<file path="src/rtl/ps2_pkg.sv">
// Shared types and helpers for the PS/2 receiver and anything that builds frames.
package ps2_pkg;

  localparam int PS2_DATA_BITS  = 8;
  localparam int PS2_FRAME_BITS = 11;

  typedef enum logic [1:0] {
    IDLE   = 2'd0,
    DATA   = 2'd1,
    PARITY = 2'd2,
    STOP   = 2'd3
  } rx_state_e;

  // Parity bit that makes data plus parity contain an odd number of ones.
  function automatic logic odd_parity(input logic [PS2_DATA_BITS-1:0] b);
    return ~^b;
  endfunction

endpackage

</file>
<file path="src/rtl/ps2_line_cond.sv">
// Conditions one asynchronous PS/2 line: synchroniser, glitch filter, falling-edge strobe.
module ps2_line_cond #(
  parameter int SYNC_STAGES = 2,
  parameter int FILTER_LEN  = 4
) (
  input  logic clk,
  input  logic reset_n,
  input  logic line_in,
  output logic sync_out,
  output logic filt_out,
  output logic fall
);

  localparam int CNT_W = (FILTER_LEN > 1) ? $clog2(FILTER_LEN) : 1;

  logic [SYNC_STAGES-1:0] sync_q, sync_d;
  logic                   filt_q, filt_d;
  logic [CNT_W-1:0]       cnt_q, cnt_d;

  // Shift the raw line in and count consecutive samples that disagree with the filtered level.
  always_comb begin
    // NOTE: every signal gets a default first so no path leaves it unassigned and no latch is inferred.
    sync_d = {sync_q[SYNC_STAGES-2:0], line_in};
    filt_d = filt_q;
    cnt_d  = '0;
    if (sync_q[SYNC_STAGES-1] != filt_q) begin
      if (cnt_q == CNT_W'(FILTER_LEN - 1)) begin
        filt_d = sync_q[SYNC_STAGES-1];
      end else begin
        cnt_d = cnt_q + 1'b1;
      end
    end
  end

  // Register the synchroniser chain, the filtered level and the agreement counter.
  always_ff @(posedge clk or negedge reset_n) begin
    if (!reset_n) begin
      // NOTE: the chain presets to 1 (the idle line level) so releasing reset never fakes a falling edge.
      sync_q <= '1;
      filt_q <= 1'b1;
      cnt_q  <= '0;
    end else begin
      // NOTE: non-blocking assignments so every flop samples pre-edge values regardless of statement order.
      sync_q <= sync_d;
      filt_q <= filt_d;
      cnt_q  <= cnt_d;
    end
  end

  assign sync_out = sync_q[SYNC_STAGES-1];
  assign filt_out = filt_q;
  // Asserted on the cycle the filtered level is about to go 1 -> 0.
  assign fall     = filt_q & ~filt_d;

endmodule

</file>
<file path="src/rtl/ps2_rx.sv">
// PS/2 frame receiver: start, 8 data bits LSB first, odd parity, stop; one-entry valid/ready output.
module ps2_rx
  import ps2_pkg::*;
#(
  parameter int SYNC_STAGES = 2,
  parameter int FILTER_LEN  = 4,
  parameter int TIMEOUT_CYC = 2000
) (
  input  logic       clk,
  input  logic       reset_n,
  input  logic       ps2_clk,
  input  logic       ps2_dat,
  output logic [7:0] rx_data,
  output logic       rx_valid,
  input  logic       rx_ready,
  output logic       parity_err,
  output logic       frame_err,
  output logic       overrun,
  output logic       busy
);

  localparam int TMO_W = $clog2(TIMEOUT_CYC);

  logic clk_fall;
  logic dat_sync;
  logic unused_clk_sync, unused_dat_filt, unused_dat_fall;

  rx_state_e                state_q, state_d;
  logic [2:0]               bit_cnt_q, bit_cnt_d;
  logic [PS2_DATA_BITS-1:0] shift_q, shift_d;
  logic                     par_q, par_d;
  logic [TMO_W-1:0]         tmo_q, tmo_d;
  logic [7:0]               rx_data_q, rx_data_d;
  logic                     rx_valid_q, rx_valid_d;
  logic                     parity_err_q, parity_err_d;
  logic                     frame_err_q, frame_err_d;
  logic                     overrun_q, overrun_d;
  logic                     timeout;
  logic                     load;

  ps2_line_cond #(.SYNC_STAGES(SYNC_STAGES), .FILTER_LEN(FILTER_LEN)) u_clk_cond (
    .clk      (clk),
    .reset_n  (reset_n),
    .line_in  (ps2_clk),
    .sync_out (unused_clk_sync),
    .filt_out (),
    .fall     (clk_fall)
  );

  // Data is stable around the clock edge, so it only needs synchronising.
  ps2_line_cond #(.SYNC_STAGES(SYNC_STAGES), .FILTER_LEN(1)) u_dat_cond (
    .clk      (clk),
    .reset_n  (reset_n),
    .line_in  (ps2_dat),
    .sync_out (dat_sync),
    .filt_out (unused_dat_filt),
    .fall     (unused_dat_fall)
  );

  // A partial frame is abandoned once the clock has been quiet for TIMEOUT_CYC cycles.
  assign timeout = (state_q != IDLE) && !clk_fall && (tmo_q == TMO_W'(TIMEOUT_CYC - 1));

  // State register.
  always_ff @(posedge clk or negedge reset_n) begin
    if (!reset_n) state_q <= IDLE;
    else          state_q <= state_d;
  end

  // Next-state logic: advance one frame field per filtered falling edge.
  always_comb begin
    state_d = state_q;
    if (timeout) begin
      state_d = IDLE;
    end else if (clk_fall) begin
      unique case (state_q)
        IDLE:    if (!dat_sync) state_d = DATA;
        DATA:    if (bit_cnt_q == 3'(PS2_DATA_BITS - 1)) state_d = PARITY;
        PARITY:  state_d = STOP;
        STOP:    state_d = IDLE;
        default: state_d = IDLE;
      endcase
    end
  end

  // Output/datapath logic: shift bits in, judge the frame at the stop bit, run the handshake.
  always_comb begin
    bit_cnt_d    = bit_cnt_q;
    shift_d      = shift_q;
    par_d        = par_q;
    rx_data_d    = rx_data_q;
    rx_valid_d   = rx_valid_q;
    parity_err_d = 1'b0;
    frame_err_d  = 1'b0;
    overrun_d    = 1'b0;
    load         = 1'b0;

    if (state_q == IDLE || clk_fall || timeout) tmo_d = '0;
    else                                        tmo_d = tmo_q + 1'b1;

    if (clk_fall) begin
      unique case (state_q)
        IDLE:   bit_cnt_d = '0;
        DATA: begin
          shift_d[bit_cnt_q] = dat_sync;
          bit_cnt_d          = bit_cnt_q + 3'd1;
        end
        PARITY: par_d = dat_sync;
        STOP: begin
          if (!dat_sync)                          frame_err_d  = 1'b1;
          else if (par_q != odd_parity(shift_q))  parity_err_d = 1'b1;
          else if (rx_valid_q && !rx_ready)       overrun_d    = 1'b1;
          else                                    load         = 1'b1;
        end
        default: ;
      endcase
    end

    if (timeout) frame_err_d = 1'b1;

    // A load in the same cycle as an accept simply replaces the byte and keeps valid high.
    if (load) begin
      rx_data_d  = shift_q;
      rx_valid_d = 1'b1;
    end else if (rx_valid_q && rx_ready) begin
      rx_valid_d = 1'b0;
    end
  end

  // Datapath and output registers.
  always_ff @(posedge clk or negedge reset_n) begin
    if (!reset_n) begin
      bit_cnt_q    <= '0;
      shift_q      <= '0;
      par_q        <= 1'b0;
      tmo_q        <= '0;
      rx_data_q    <= 8'h00;
      rx_valid_q   <= 1'b0;
      parity_err_q <= 1'b0;
      frame_err_q  <= 1'b0;
      overrun_q    <= 1'b0;
    end else begin
      bit_cnt_q    <= bit_cnt_d;
      shift_q      <= shift_d;
      par_q        <= par_d;
      tmo_q        <= tmo_d;
      rx_data_q    <= rx_data_d;
      rx_valid_q   <= rx_valid_d;
      parity_err_q <= parity_err_d;
      frame_err_q  <= frame_err_d;
      overrun_q    <= overrun_d;
    end
  end

  assign rx_data    = rx_data_q;
  assign rx_valid   = rx_valid_q;
  assign parity_err = parity_err_q;
  assign frame_err  = frame_err_q;
  assign overrun    = overrun_q;
  assign busy       = (state_q != IDLE);

endmodule

</file>
<file path="config.mk">
export PLATFORM = sky130hd
export DESIGN_NAME = ps2_rx
export DESIGN_NICKNAME = d
export VERILOG_FILES = /design/src/rtl/ps2_pkg.sv /design/src/rtl/ps2_line_cond.sv /design/src/rtl/ps2_rx.sv
export SDC_FILE = /design/constraint.sdc
export NUM_CORES = 1
export LEC_CHECK = 0
export ABC_AREA = 1
export CAP_MARGIN = 20
export CORE_UTILIZATION = 45
export CTS_BUF_LIST = sky130_fd_sc_hd__clkbuf_4 sky130_fd_sc_hd__clkbuf_8 sky130_fd_sc_hd__clkbuf_16
export DETAILED_ROUTE_END_ITERATION = 8
export PLACE_DENSITY = 0.69
export SKIP_CTS_REPAIR_TIMING = 1
export SLEW_MARGIN = 5
export SYNTH_ARGS = -nofsm -noshare
export SYNTH_HDL_FRONTEND = slang
export SYNTH_SLANG_ARGS = --single-unit
</file>
<file path="constraint.sdc">
create_clock -name clk -period 1.7 [get_ports clk]
set_clock_uncertainty 0.2 [all_clocks]
set_input_delay 0.255 -clock clk [delete_from_list [all_inputs] [get_ports clk]]
set_output_delay 0.255 -clock clk [all_outputs]
set_load 0.01 [all_outputs]
</file>
# [After elaboration in Yosys (flattened, before gate mapping)]
# Cells that the tools add are included.
[totals] output_inout_bits=13 word_cells=84 input_bits=5 regBits=44
[classes] addsub=3 order_cmp=2 muxes=34 n_bitwise=2 n_eq_ne=10 n_reduce_logical=19
[op_table] operator="two-way mux 1 bit" count=23
[op_table] operator="two-way mux 2 bit" count=6
[op_table] operator="adder 11 x 1 -> 11 bit, second input constant" count=1
[op_table] operator="== test 11 bit, second input constant" count=1
[op_table] operator="two-way mux 11 bit" count=1
[op_table] operator="bitwise mux 8 bit" count=1
[op_table] operator="case mux 2 bit (4 select lines)" count=1
[op_table] operator="nonzero test 2 bit" count=4
[op_table] operator="XNOR reduction 8 bit" count=1
[op_table] operator="== test 2 bit, second input constant" count=3
[op_table] operator="inequality test 3 bit, second input constant" count=2
[op_table] operator="case mux 3 bit (2 select lines)" count=1
[op_table] operator="AND reduction 2 bit" count=3
[op_table] operator="logical AND 1 bit" count=5
[op_table] operator="less-than comparator 3 x 4 -> 1 bit, second input constant" count=1
[op_table] operator="adder 3 x 1 -> 3 bit, second input constant" count=1
[op_table] operator="demux 1 bit (select 3 bit)" count=1
[op_table] operator="== test 3 bit, second input constant" count=1
[op_table] operator=">= comparator 3 x 1 -> 1 bit, second input constant" count=1
[op_table] operator="AND reduction 3 bit" count=1
[op_table] operator="adder 2 x 1 -> 2 bit, second input constant" count=1
[op_table] operator="== test 2 x 1 -> 1 bit, second input constant" count=1
[op_table] operator="zero test 1 bit" count=2
[op_table] operator="zero test 2 bit" count=1
[op_table] operator="other kinds (4)" count=6

# [Longest topological paths before layout]
[logic_depth] word_depth=10 depth_mapped=11 depth_no_buf=11

# [By module]
# A second synthesis with hierarchy kept.
[unflattened] cells_unflattened=256 hier_area_um2=2197.1
[modules_own_cells] module="ps2_rx" seq_area_each_um2=925.9 cells_each=231 area_each_um2=1910.6 n_inst=1
[modules_own_cells] module="ps2_line_cond (u_clk_cond)" seq_area_each_um2=128.9 cells_each=19 area_each_um2=196.4 n_inst=1
[modules_own_cells] module="ps2_line_cond (u_dat_cond)" seq_area_each_um2=78.8 cells_each=6 area_each_um2=90.1 n_inst=1

# [Worst setup path after synthesis]
# No wires, ideal clock.
[synth_timing] kind="reg-to-reg" startpoint="register u_clk_cond.cnt_q[0]" endpoint="register rx_data_q[0] (netlist: rx_data[0])" setup_slack_ns=0.005 t_required_ns=1.383 arrival_ns=1.378 synth_period_minus_slack_ns=1.695 path_stages_with_launch=10 path_buffers=0 cell_sequence="dfrtp_1 -> ha_1 -> nand2_2 -> nand3_4 -> inv_4 -> nand3_4 -> nor2_8 -> nand3_4 -> nand2_1 -> nand2_1"
[synth_between] elab_chain_len=6
[synth_rtl] item="start: declaration" line_no="ps2_line_cond.sv:18" text="logic [CNT_W-1:0] cnt_q, cnt_d;"
[synth_rtl] item="start signal: assignment" line_no="ps2_line_cond.sv:46" text="cnt_q <= cnt_d;"
[synth_rtl] item="== test 2 bit" line_no="ps2_line_cond.sv:27" text="if (cnt_q == CNT_W'(FILTER_LEN - 1)) begin"
[synth_rtl] item="two-way mux 1 bit" line_no="ps2_line_cond.sv:27"
[synth_rtl] item="two-way mux 1 bit" line_no="ps2_line_cond.sv:26" text="if (sync_q[SYNC_STAGES-1] != filt_q) begin"
[synth_rtl] item="NOT 1 bit" line_no="ps2_line_cond.sv:53" text="assign fall = filt_q & ~filt_d;"
[synth_rtl] item="AND 1 bit" line_no="ps2_line_cond.sv:53"
[synth_rtl] item="two-way mux 1 bit" line_no="ps2_rx.sv:100" text="if (clk_fall) begin"
[synth_rtl] item="end signal: assignment" line_no="ps2_rx.sv:146" text="rx_data_q <= rx_data_d;"
[synth_rtl] item="end: declaration" line_no="ps2_rx.sv:33" text="logic [7:0] rx_data_q, rx_data_d;"
# No other way between the ends.
# A chain may end at the register's enable or synchronous reset.

# [Worst setup path after layout]
[layout_timing] startpoint="register u_clk_cond.cnt_q[0]" endpoint="register rx_data_q[2] (netlist: rx_data[2])"
# The elaborated chain is that of the path after synthesis.

==> results.txt <==
- Status: complete, but fails checks
- The final reports fail on setup timing.
- #FFs+latches synth: 44
- Type of origin of the critical path: flop
* Final period util: 100%
* Power density over the cells: 1050 nW/um^2
- Antenna diode count: 0
* Ports placed on the boundary: 18
- Area used by multi-input combinational logic: 1080 sq um
- Clock input transition at the sequential cells of the worst setup and hold paths: 80 ps
- For this run, the slowest stage of the critical path takes 410 ps.
- Summed over all instances, the cell type with the most area after synthesis is sky130_fd_sc_hd__dfrtp_1.
- Capturing point of the worst reg2reg path: rx_data[2]
* CTS tree: done
- Gr usage total: 16.2%
- Maximum VDD drop: 831 uV
- Synth Instances: 264
- Summing the areas of all compound-gate instances in the mapped netlist gives approximately 5.6% of the synthesized area.
* RSZ-0062 raised after global routing: yes
* Part of the total power dissipated in combinational logic: 28.0%
* Share of the synthesized netlist area taken by xor and xnor gates: 0.795%
- From synthesis to final layout, the design area changed by 29.9%.
* Path class of the lowest-slack min-delay path: flop to flop
* Flop pwr share: about two fifths
- Slew Limit Fails: 0
* Minimum setup slack after placement: -27.2 ps
* Drt via density: roughly 4.7
* Actual slew at the worst max-slew pin: 421 ps
- Share of synthesized area spent on multiplexers: 0%
* Total vias in the final route: 1,767
- Most common cell on crit path: sky130_fd_sc_hd__nand3_4
- Highest metal layer with signal wires: met4
- The tightest hold path in the finished design has a slack of roughly 160 ps.
- Skew-Pair Late Insertion Delay: 290 ps
- Summed over all layers, the global routing overflow is 0.
- Worst Path Arrival: 1730 ps
- Lkg Pwr: 1.41 nW
- Of the total synthesized cell area, the portion taken by AND, OR, NAND and NOR gates is 32.4%.
- Clock root buffer: sky130_fd_sc_hd__clkbuf_8
- Net count of the mapped netlist: between 200 and 300
* Net switching power: between 0.0008 and 0.0009 W
- The worst pin sits at a relative slew slack of 71.9%.
- Counting I/O delays and the setup requirement, the final critical path takes 1700 ps.
* Final hold violation count: 0
- Critical-path maximum fanout: 6
* Fraction of the mapped netlist area in adder cells: 5.11%
- The first detailed-routing pass ran for 4 iterations.
- Met3 Wirelength: 151 microns
- Summing all flip-flop and latch instances after layout gives 1110 sq um.
- Mapped Area: 2200 sq um
* Worst r2r path cells: 9
* Kind of critical path: flop to flop
- Core Footprint: 4720 sq um
- Data required time at the worst endpoint: 1730 ps
- Layout filler cell count: 397
* Number of levels in the clock H-tree: 2
- DRC Markers: 0
- Of the post-synthesis cell area, the dominant cell type holds 44.3%.
* Global placer's final weighted congestion: between 0.8 and 0.9
* Worst setup EP type: flop
* CTS buffer count: 5
- Number of global-route vias before repair: 1,571
- On the critical path, the stage with the largest delay is an instance of sky130_fd_sc_hd__dfrtp_1.
- Share of post-route cells with drive strength above 1: between 20% and 30%
* Hold Path Cell Cnt: 0
- No sink is reached through more buffers than the 2 on the longest clock path.
- Counting tap cells, the placed design contains a total of roughly 360 instances.
- The die is 72.0 microns wide.
* Area contributors post-synth: sky130_fd_sc_hd__dfrtp_1 (44%), sky130_fd_sc_hd__nand2_1 (14%), sky130_fd_sc_hd__dfstp_2 (6.0%)
* Met1 layer wirelength in the final routing: approximately 1.8 mm
- Rows: 25
- Terminating pin of the worst hold path: u_clk_cond.sync_q[1]
* Non-Filler Instances: 375
- Cell internal power was estimated by the tool at 0.00211 W.
* Total number of yosys warnings: 0
- For this run, the top clock speed supported by timing is 587 MHz.
- Placed wire-length estimate: 2.92 mm
- Top cell family by delay on the critical path: simple AND/OR/NAND/NOR gates
- Critical Path, Cell by Cell: ha_4 -> nand2_4 -> nand3_4 -> inv_4 -> nand3_4 -> nor2_8 -> buf_6 -> nand3_1 -> nand2_1
- Die Outline Area: 5180 sq um
* Pin count of the biggest net entering global routing: 28
* Final count of negative-setup-slack endpoints: 2
- Port Buf Inserts: 17
* CTS sink cnt: 44
- First-pass GRT wire length: between 6 and 7 mm
- For this run, the register share of the synthesized area comes to 50.3%.
* Switching part of the total power: between 20 and 30%
- Number of max-cap violations: 0
- In this run the critical register-to-register path is launched from u_clk_cond.cnt_q[0].
- The floorplan step set the die height to 72.0 microns.
* Number of antenna-violating nets in the routed design: 0
- Wire length after detailed routing: between 4 and 5 mm
- Reg-to-reg slack, setup: -3 ps
- By area, the combinational part of the netlist is dominated by simple AND/OR/NAND/NOR gates.
* Initial Util: 46.6%
- Number of distinct library cells after synthesis: 27
* Worst setup slack after layout: -3.50 ps
* Number of DRC violations after detailed-routing iteration 0: 94
* Final layout net count: 321
- Part of the power in the clock network: between 30% and 40%
- The initial antenna violation count is 0.
* Routed wire per std cell: about 11 microns
* Mean cell area of the mapped netlist: 8.34 sq um
- Counting both buffers and inverters, the worst setup path holds a total of 2.
- Met2 wire length: 2.00 mm
- In this run the most critical hold path is launched from u_clk_cond.sync_q[0].
* Depth of the critical timing path with buffers and inverters included: 9
cells by family after synthesis:
kind of cell / count (synthesis)
buffers and inverters: 33
xor gates and xnor gates: 2
and+or+nand+nor: 152
DFF: 44
adders and majority gates: 9
AOI/OAI and AO/OA: 24
power by group through the flow:
| stage | clock network, W | logic (W) | registers, W |
|---|---|---|---|
| after floorplan | 0 | 0.000457 | 0.00122 |
| after CTS | 0.000969 | 0.000789 | 0.00120 |
| after global placement | 0 | 0.000779 | 0.00122 |
| after detailed placement | 0 | 0.000785 | 0.00122 |
| after global routing | 0.00101 | 0.000953 | 0.00122 |
| final | 0.000945 | 0.000838 | 0.00121 |
cell usage in the layout, fill, tap and decap left out, types with 5 or more instances in the layout:
| master | synthesis | routed |
|---|---|---|
| sky130_fd_sc_hd__clkdlybuf4s50_1 | 0 | 14 |
| sky130_fd_sc_hd__buf_4 | 0 | 16 |
| sky130_fd_sc_hd__nand2_1 | 85 | 78 |
| sky130_fd_sc_hd__nand2_4 | 1 | 5 |
| sky130_fd_sc_hd__nand2_2 | 4 | 7 |
| sky130_fd_sc_hd__ha_1 | 9 | 7 |
| sky130_fd_sc_hd__dfstp_2 | 5 | 5 |
| sky130_fd_sc_hd__dfrtp_1 | 39 | 39 |
| sky130_fd_sc_hd__inv_1 | 29 | 29 |
| sky130_fd_sc_hd__o21ai_0 | 14 | 14 |
| sky130_fd_sc_hd__a21oi_1 | 8 | 8 |
| sky130_fd_sc_hd__nor3_1 | 6 | 5 |
| sky130_fd_sc_hd__nand3_1 | 19 | 18 |
| sky130_fd_sc_hd__clkbuf_8 | 0 | 5 |
| sky130_fd_sc_hd__nor2_1 | 26 | 18 |
| sky130_fd_sc_hd__nor2_2 | 1 | 7 |
how the worst max path moves through the flow:
| stage | start | to |
|---|---|---|
| finish | u_clk_cond.cnt_q[0] | rx_data[2] |
| global route | u_clk_cond.cnt_q[0] | rx_data[3] |
| CTS | state_q[0] | busy |
| detailed placement | u_clk_cond.cnt_q[0] | rx_data[2] |
| global placement | u_clk_cond.cnt_q[0] | rx_data[2] |
| floorplan | u_clk_cond.cnt_q[0] | rx_data[0] |
layer usage:
metal  vias to the layer above  global-route usage, %
met5                         -                      0
met4                         0                   5.88
met3                         5                   4.17
met2                        37                   28.6
met1                       804                   19.2
li1                        921                      -
flip-flops by register name, summed over array words and instances (netlist names):
signal,count
overrun,1
u_clk_cond.cnt_q,2
tmo_q,11
rx_valid,1
u_dat_cond.sync_q,2
rx_data,8
u_clk_cond.filt_out,1
frame_err,1
shift_q,8
parity_err,1
bit_cnt_q,3
u_clk_cond.sync_q,2
state_q,2
par_q,1
metrics by stage:
| stage | area [sq um] | power (W) | util (%) | setup TNS, ps |
|---|---|---|---|---|
| 6_report | 2860 | 0.00300 | 60.6 | -5.32 |
| 5_1_grt | 2860 | 0.00318 | 60.6 | -1130 |
| 4_1_cts | 2700 | 0.00296 | 57.2 | -718 |
| 3_5_place_dp | 2560 | 0.00201 | 54.3 | -160 |
| 3_3_place_gp | 2560 | 0.00200 | 54.3 | 0 |
| 2_1_floorplan | 2200 | 0.00168 | - | 0 |
cells in the mapped netlist, drive strengths merged:
library cell,number
a21oi,8
buf,1
dfrtp,39
dfstp,5
ha,9
inv,32
nand2,90
nand3,23
nand4,2
nor2,29
nor3,7
nor3b,1
o2111ai,1
o21ai,15
xnor2,1
xor2,1
cell type report:
class                   count  area share [%]
flip-flops and latches     44            38.7
well taps                  67            2.93
multi-input cells         188            37.6
clock buffers               6            2.67
clock inverters             2            2.10
inverters                  32            4.37
repair buffers             36            11.6
No activity file was read; power rests on OpenSTA's default activity.
